<file path="src/rtl/urv_writeback.sv">
// -----------------------------------------------------------------------------
// urv_writeback
//
// Writeback stage. It selects the result to write, aligns load data, stalls the
// pipeline while a load or store is waiting for memory, and keeps a registered
// copy of the last committed register write for the read bypass.
//
// Optional feature (macro URV_WB_BUS_TIMEOUT_EN): an 8-bit wait counter ends a
// memory wait after 255 cycles. The access is then dropped, w_bus_error_o
// pulses for one cycle, and that cycle gives no write and no stall. Without the
// macro, a wait lasts until the done strobe arrives and w_bus_error_o is 0.
//
// Ports:
//   clk_i, rst_i                 clock, synchronous active-high reset
//   w_valid_i/w_load_i/w_store_i instruction qualifiers from exec
//   w_rd_write_i, w_rd_i         destination write enable / register index
//   w_fun_i, w_dm_addr_i         load width code / load address (lane select)
//   w_rd_source_i                result source (1 shifter, 2 multiplier, else ALU)
//   w_rd_value_i/_shifter_i/_multiply_i  candidate results
//   dm_data_l_i                  raw load data word
//   dm_load_done_i/dm_store_done_i memory completion strobes
//   rf_rd_o/rf_rd_value_o/rf_rd_write_o   register-file write port
//   x_fwd_rd_o/x_fwd_value_o/x_fwd_valid_o  registered last write (bypass)
//   w_stall_req_o                pipeline stall request (combinational)
//   w_bus_error_o                bus timeout pulse
// -----------------------------------------------------------------------------
module urv_writeback (
    input  logic        clk_i,
    input  logic        rst_i,
    input  logic        w_valid_i,
    input  logic        w_load_i,
    input  logic        w_store_i,
    input  logic        w_rd_write_i,
    input  logic [2:0]  w_fun_i,
    input  logic [4:0]  w_rd_i,
    input  logic [1:0]  w_rd_source_i,
    input  logic [31:0] w_dm_addr_i,
    input  logic [31:0] w_rd_value_i,
    input  logic [31:0] w_rd_shifter_i,
    input  logic [31:0] w_rd_multiply_i,
    input  logic [31:0] dm_data_l_i,
    input  logic        dm_load_done_i,
    input  logic        dm_store_done_i,
    output logic [4:0]  rf_rd_o,
    output logic [31:0] rf_rd_value_o,
    output logic        rf_rd_write_o,
    output logic [4:0]  x_fwd_rd_o,
    output logic [31:0] x_fwd_value_o,
    output logic        x_fwd_valid_o,
    output logic        w_stall_req_o,
    output logic        w_bus_error_o
);

    localparam logic [1:0] ST_IDLE       = 2'd0;
    localparam logic [1:0] ST_WAIT_LOAD  = 2'd1;
    localparam logic [1:0] ST_WAIT_STORE = 2'd2;

    logic [1:0]  r_state;
    logic [1:0]  w_state_next;
    logic        w_accept;
    logic        w_timeout;
    logic        w_is_load;
    logic        w_is_store;
    logic [7:0]  w_byte;
    logic [15:0] w_half;
    logic [31:0] w_load_value;
    logic [31:0] r_fwd_value;
    logic [4:0]  r_fwd_rd;
    logic        r_fwd_valid;
    logic        w_unused_addr;

    // Only the lane bits of the load address matter here.
    assign w_unused_addr = ^w_dm_addr_i[31:2];

`ifdef URV_WB_BUS_TIMEOUT_EN
    logic [7:0] r_tmo_cnt;
    logic       r_bus_error;
    logic       w_waiting;

    assign w_waiting = ((r_state == ST_WAIT_LOAD)  & !dm_load_done_i) |
                       ((r_state == ST_WAIT_STORE) & !dm_store_done_i);
    // The counter moves to 255 on this edge, so the wait ends here.
    assign w_timeout = w_waiting & (r_tmo_cnt == 8'hFE);
    // During the error pulse exec still shows the dropped access. Ignore it so
    // it does not start a new wait or write the register file.
    assign w_accept  = !r_bus_error;

    always_ff @(posedge clk_i) begin
        if (rst_i) begin
            r_tmo_cnt   <= 8'd0;
            r_bus_error <= 1'b0;
        end else begin
            r_bus_error <= w_timeout;
            // Held at zero in IDLE, so every wait starts counting from zero.
            if (r_state == ST_IDLE) begin
                r_tmo_cnt <= 8'd0;
            end else begin
                r_tmo_cnt <= r_tmo_cnt + 8'd1;
            end
        end
    end

    assign w_bus_error_o = r_bus_error;
`else
    assign w_timeout     = 1'b0;
    assign w_accept      = 1'b1;
    assign w_bus_error_o = 1'b0;
`endif

    // A load has priority when load and store are both set.
    assign w_is_load  = w_valid_i & w_load_i & w_accept;
    assign w_is_store = w_valid_i & w_store_i & !w_load_i & w_accept;

    // Load lane extraction and extension
    always_comb begin
        w_byte = 8'd0;
        unique case (w_dm_addr_i[1:0])
            2'd0: w_byte = dm_data_l_i[7:0];
            2'd1: w_byte = dm_data_l_i[15:8];
            2'd2: w_byte = dm_data_l_i[23:16];
            2'd3: w_byte = dm_data_l_i[31:24];
            default: w_byte = dm_data_l_i[7:0];
        endcase
        w_half = w_dm_addr_i[1] ? dm_data_l_i[31:16] : dm_data_l_i[15:0];

        case (w_fun_i)
            3'b000:  w_load_value = {{24{w_byte[7]}}, w_byte};
            3'b100:  w_load_value = {24'd0, w_byte};
            3'b001:  w_load_value = {{16{w_half[15]}}, w_half};
            3'b101:  w_load_value = {16'd0, w_half};
            default: w_load_value = dm_data_l_i;
        endcase
    end

    // Result select
    always_comb begin
        rf_rd_value_o = w_rd_value_i;
        if (w_load_i) begin
            rf_rd_value_o = w_load_value;
        end else begin
            case (w_rd_source_i)
                2'd1:    rf_rd_value_o = w_rd_shifter_i;
                2'd2:    rf_rd_value_o = w_rd_multiply_i;
                default: rf_rd_value_o = w_rd_value_i;
            endcase
        end
    end

    assign rf_rd_o       = w_rd_i;
    assign rf_rd_write_o = w_valid_i & w_rd_write_i & (w_rd_i != 5'd0) &
                           (!w_load_i | dm_load_done_i) & w_accept;

    // Stall and next-state logic
    always_comb begin
        w_state_next  = r_state;
        w_stall_req_o = 1'b0;
        case (r_state)
            ST_IDLE: begin
                w_stall_req_o = (w_is_load & !dm_load_done_i) |
                                (w_is_store & !dm_store_done_i);
                if (w_is_load & !dm_load_done_i) begin
                    w_state_next = ST_WAIT_LOAD;
                end else if (w_is_store & !dm_store_done_i) begin
                    w_state_next = ST_WAIT_STORE;
                end
            end
            ST_WAIT_LOAD: begin
                w_stall_req_o = w_valid_i & !dm_load_done_i;
                if (dm_load_done_i | w_timeout) begin
                    w_state_next = ST_IDLE;
                end
            end
            ST_WAIT_STORE: begin
                w_stall_req_o = w_valid_i & !dm_store_done_i;
                if (dm_store_done_i | w_timeout) begin
                    w_state_next = ST_IDLE;
                end
            end
            default: w_state_next = ST_IDLE;
        endcase
    end

    always_ff @(posedge clk_i) begin
        if (rst_i) begin
            r_state <= ST_IDLE;
        end else begin
            r_state <= w_state_next;
        end
    end

    // Bypass copy of the last committed write. The data is kept when the valid
    // bit drops.
    always_ff @(posedge clk_i) begin
        if (rst_i) begin
            r_fwd_valid <= 1'b0;
            r_fwd_rd    <= 5'd0;
            r_fwd_value <= 32'd0;
        end else if (rf_rd_write_o) begin
            r_fwd_valid <= 1'b1;
            r_fwd_rd    <= rf_rd_o;
            r_fwd_value <= rf_rd_value_o;
        end else begin
            r_fwd_valid <= 1'b0;
        end
    end

    assign x_fwd_valid_o = r_fwd_valid;
    assign x_fwd_rd_o    = r_fwd_rd;
    assign x_fwd_value_o = r_fwd_value;

endmodule

</file>
<file path="config.mk">
export PLATFORM = sky130hd
export DESIGN_NAME = urv_writeback
export DESIGN_NICKNAME = d
export VERILOG_FILES = /design/src/rtl/urv_writeback.sv
export SDC_FILE = /design/constraint.sdc
export NUM_CORES = 1
export LEC_CHECK = 0
export BUFFER_PORTS_ARGS = -buffer_cell sky130_fd_sc_hd__buf_4
export CORE_AREA = 2 2 99 101
export CTS_BUF_LIST = sky130_fd_sc_hd__clkbuf_8
export CTS_CLUSTER_DIAMETER = 150
export DETAILED_ROUTE_END_ITERATION = 6
export DIE_AREA = 0 0 101 103
export HOLD_SLACK_MARGIN = 0.06
export PLACE_DENSITY = 0.78
export SLEW_MARGIN = 40
export SYNTH_ARGS = -nofsm -noshare
export SYNTH_HDL_FRONTEND = slang
export SYNTH_SLANG_ARGS = --single-unit
</file>
<file path="constraint.sdc">
create_clock -name clk_i -period 2.3 [get_ports clk_i]
set_input_delay 0.23 -clock clk_i [delete_from_list [all_inputs] [get_ports clk_i]]
set_output_delay 0.23 -clock clk_i [all_outputs]
set_load 0.1 [all_outputs]
</file>
==> out/results.ini <==
[drt]
routedWlPerCell_um=18.4
drt_drc_violations_left=0
route.vias.total=4795
drt_wl_total_um=15100
detail-route-antenna-nets=0
detailedRoute.firstIterationViolations=192
drt-pass1-iter-count=5
post_drt_via_cell_ratio=5.87

[final_layout]
fraction_of_layout_cells_with_a_size_suffix_above_1_pct=43.8
finalNetCount=886
layout-area-overhead-vs-synth_pct=56.5
util_after_layout_pct=62.0
final_common_cell=sky130_fd_sc_hd__buf_4
nFillCells=860
number_of_antenna_cells_inserted=0
non_filler_cells_in_the_finished_layout=817
top_library_cells_by_usage_in_the_layout_fill_and_taps_aside=sky130_fd_sc_hd__buf_4, sky130_fd_sc_hd__nand2_1, sky130_fd_sc_hd__dfxtp_1, sky130_fd_sc_hd__inv_1, sky130_fd_sc_hd__nor2b_1

[flow_run]
maxCapViolations=0

[power]
power.switching_fraction_pct=51.1
seq_power_share_pct=22.8
leakagePower_nw=2.70
peakVddDrop_mv=0.254
internal_power_mw=1.62
total_power_mw=3.32
net-switching-power_mw=1.70
power_frac_comb_pct=58.8
power_density_nw_per_um2=566
pwr-share-clk_pct=18.4

[synthesis]
synth_area_per_cell_um2=7.41
synth_async_reset_ratio_pct=0
synth_nets=690
yosys_synthesis_warning_count=0
synth_edf_count=0
netlist_area_um2=3750
synth_seq_area_share_pct=21.4
synth-main-ff-cell=sky130_fd_sc_hd__dfxtp_1
synth_cells=506
library_cells_used_by_synthesis=51
synth_seq_cells=40

[timing]
finalWorstPathRequiredPeriod_ps=2200
final.setup.tns_ps=0
slew_margin_rel_pct=46.2
fin_crit_sh_pct=95.8
worst_hold_slack_ps=148
highest_attainable_clock_frequency_mhz=454
max_slew.worst_pin.slew_ps=805
timing.clock.skew_ps=0.0978
finalSetupViolCount=0
rsz0062_at_grt=false
report.final.hold_viol_count=0
final_max_slew_viol_count=0

[global_routing]
grt_first_pass_wirelength_um=23100
grt_start_max_net_pins=35
grt_antenna_before_repair=0
first_global_vias=4630
grt.overflow.total=0
globalRouteTotalUtil_pct=27.8

[floorplanning]
floorplan.die.height_um=103
start_util_pct=39.6
core.rowCount=36
fp.coreArea_um2=9460
die-area_um2=10400
die_w_um=101
ios=256

[critical_path]
critPathBufInv=4
critical-path-top-delay-family=buffers and inverters
crit_type=in2out
worstSetupStartpointType=primary input
reg2reg_from=r_state[0]
critical-path-top-cell-by-count=sky130_fd_sc_hd__buf_4
timing.critical_path.to_type=output pin
cp_slowest_stage_delay_ps=340
worst_path_max_delay_cell=sky130_fd_sc_hd__ha_1
crit_path_cell_trace=buf_4, inv_1, ha_1, buf_4, nor2b_1, nor3_1, a21oi_1, a21oi_4, buf_4
worstPathMaxFanout=18
r2r_worst_path_depth=6
critPathRequiredTime_ps=2070
timing.critical_path.arrival_ps=1970
r2r_end=r_state[1]
reg2reg_slack_ps=930

[cts]
cts_tree=done
hold_buffers=0
clkTransAtPathRegs_ps=90
cts_setup_buffers=0
number_of_h_tree_levels=2
cts-buffers-inserted=5
cts_root_buffer=sky130_fd_sc_hd__clkbuf_8
worst_skew_pair.late_latency_ps=300
clk_path_buf_depth=2
clock_sink_count=40
post_cts_resized=0

[min_path]
min-delay-start=rst_i
timing.hold.worst_path_depth=2
hp-class=in2reg
worst_min_delay_path_endpoint=x_fwd_rd_o[0]

[placed_design]
gp_routability_congestion=0.897
dp.cells=809
hpwl_um=11900
buffer_ports.inserted=224

[outcome]
outcome=finished, final reports clean

-- area by class of cell --
| class | count | area [µm²] | area share (%) |
|---|---|---|---|
| Timing Repair Buffer | 246 | 1920 | 32.8 |
| Sequential cell | 40 | 801 | 13.7 |
| Clock buffer | 5 | 68.8 | 1.17 |
| Multi-Input combinational cell | 369 | 2740 | 46.7 |
| Tap cell | 114 | 143 | 2.43 |
| Inverter | 40 | 150 | 2.56 |
| Clock inverter | 3 | 42.5 | 0.725 |
-- layer usage --
| layer | part of all wire, % | track usage (%) | vias to the layer above | wire [µm] |
|---|---|---|---|---|
| li1 | - | - | 2281 | - |
| met1 | 40 | 34.2 | 2241 | 6070 |
| met2 | 49 | 48.1 | 236 | 7350 |
| met3 | 7.7 | 5.15 | 37 | 1170 |
| met4 | 3.1 | 11.0 | 0 | 470 |
| met5 | 0 | 0 | - | 0 |
-- metrics by stage --
| step | cell area [µm²] | setup WS (ps) |
|---|---|---|
| 6_report | 5870 | 95.9 |
| 4_1_cts | 5850 | 80.9 |
| 5_1_grt | 5870 | 35.2 |
| 3_5_place_dp | 5730 | 75.4 |
| 2_1_floorplan | 3950 | -576 |
| 3_3_place_gp | 5730 | 121 |
-- kinds of logic (layout without fill, tap and decap cells) --
logic type / count (synthesis) / in the layout / share of synthesized area, %
multiplexers: 8 / 8 / 2.47
adder cells (fa/ha/maj): 6 / 6 / 2.00
AO/OA/AOI/OAI: 183 / 183 / 38.6
flip-flops: 40 / 40 / 21.4
AND/OR/NAND/NOR: 171 / 171 / 24.0
buffers and inverters: 97 / 294 / 11.5
other: 1 / 1 / 0.100
-- power by group through the flow --
stage / Sequential [mW] / Clock [mW] / Combinational (mW)
after global routing: 0.760 / 0.649 / 2.04
after CTS: 0.755 / 0.617 / 1.94
after detailed placement: 0.771 / 0 / 1.94
after global placement: 0.768 / 0 / 1.91
final: 0.755 / 0.611 / 1.95
after floorplan: 1.04 / 0 / 1.12
-- synthesized netlist by cell type (2+ instances only) --
cell type,count,area share (%)
sky130_fd_sc_hd__nand4b_1,7,1.6
sky130_fd_sc_hd__nand3b_1,7,1.4
sky130_fd_sc_hd__dfxtp_1,40,21
sky130_fd_sc_hd__a211o_1,6,1.4
sky130_fd_sc_hd__nand2_1,61,6.1
sky130_fd_sc_hd__buf_6,3,0.90
sky130_fd_sc_hd__nand2b_1,2,0.33
sky130_fd_sc_hd__nand4_1,2,0.33
sky130_fd_sc_hd__a221oi_1,24,5.6
sky130_fd_sc_hd__clkbuf_1,33,3.3
sky130_fd_sc_hd__nor2b_1,31,5.2
sky130_fd_sc_hd__nand3_1,22,2.9
sky130_fd_sc_hd__buf_2,14,1.9
sky130_fd_sc_hd__o32a_1,2,0.53
sky130_fd_sc_hd__a21o_1,2,0.40
sky130_fd_sc_hd__o21ba_2,7,1.9
sky130_fd_sc_hd__buf_4,7,1.4
sky130_fd_sc_hd__a21oi_1,40,5.3
sky130_fd_sc_hd__o21ai_0,17,2.3
sky130_fd_sc_hd__a32oi_1,5,1.2
sky130_fd_sc_hd__a211oi_1,3,0.60
sky130_fd_sc_hd__a22oi_1,10,2.0
sky130_fd_sc_hd__and4_1,6,1.4
sky130_fd_sc_hd__o211ai_1,6,1.2
sky130_fd_sc_hd__o31ai_1,2,0.40
sky130_fd_sc_hd__o2bb2ai_1,7,1.6
sky130_fd_sc_hd__nor3_1,16,2.1
sky130_fd_sc_hd__a31oi_1,7,1.2
sky130_fd_sc_hd__o2111ai_1,16,3.7
sky130_fd_sc_hd__inv_1,39,3.9
sky130_fd_sc_hd__o22ai_1,8,1.3
sky130_fd_sc_hd__o311ai_0,3,0.70
sky130_fd_sc_hd__ha_1,6,2.0
sky130_fd_sc_hd__mux2i_1,7,1.9
sky130_fd_sc_hd__nor2_1,10,1.0
sky130_fd_sc_hd__o311ai_2,13,5.6
-- how the worst max path moves through the flow --
stage	startpoint	endpoint	depth (start not counted)
after floorplan	w_rd_source_i[0]	x_fwd_value_o[13]	8
after global placement	w_rd_source_i[0]	rf_rd_value_o[26]	9
after detailed placement	w_rd_source_i[0]	rf_rd_value_o[26]	9
after CTS	w_rd_source_i[0]	rf_rd_value_o[26]	9
after global routing	w_rd_source_i[0]	rf_rd_value_o[23]	9
final	w_rd_source_i[0]	rf_rd_value_o[23]	9
-- state kept, by name, summed over array words and instances, names as in the netlist --
register       flops
r_state            2
x_fwd_rd_o         5
x_fwd_valid_o      1
x_fwd_value_o     32
Power figures use the tool's default switching activity.
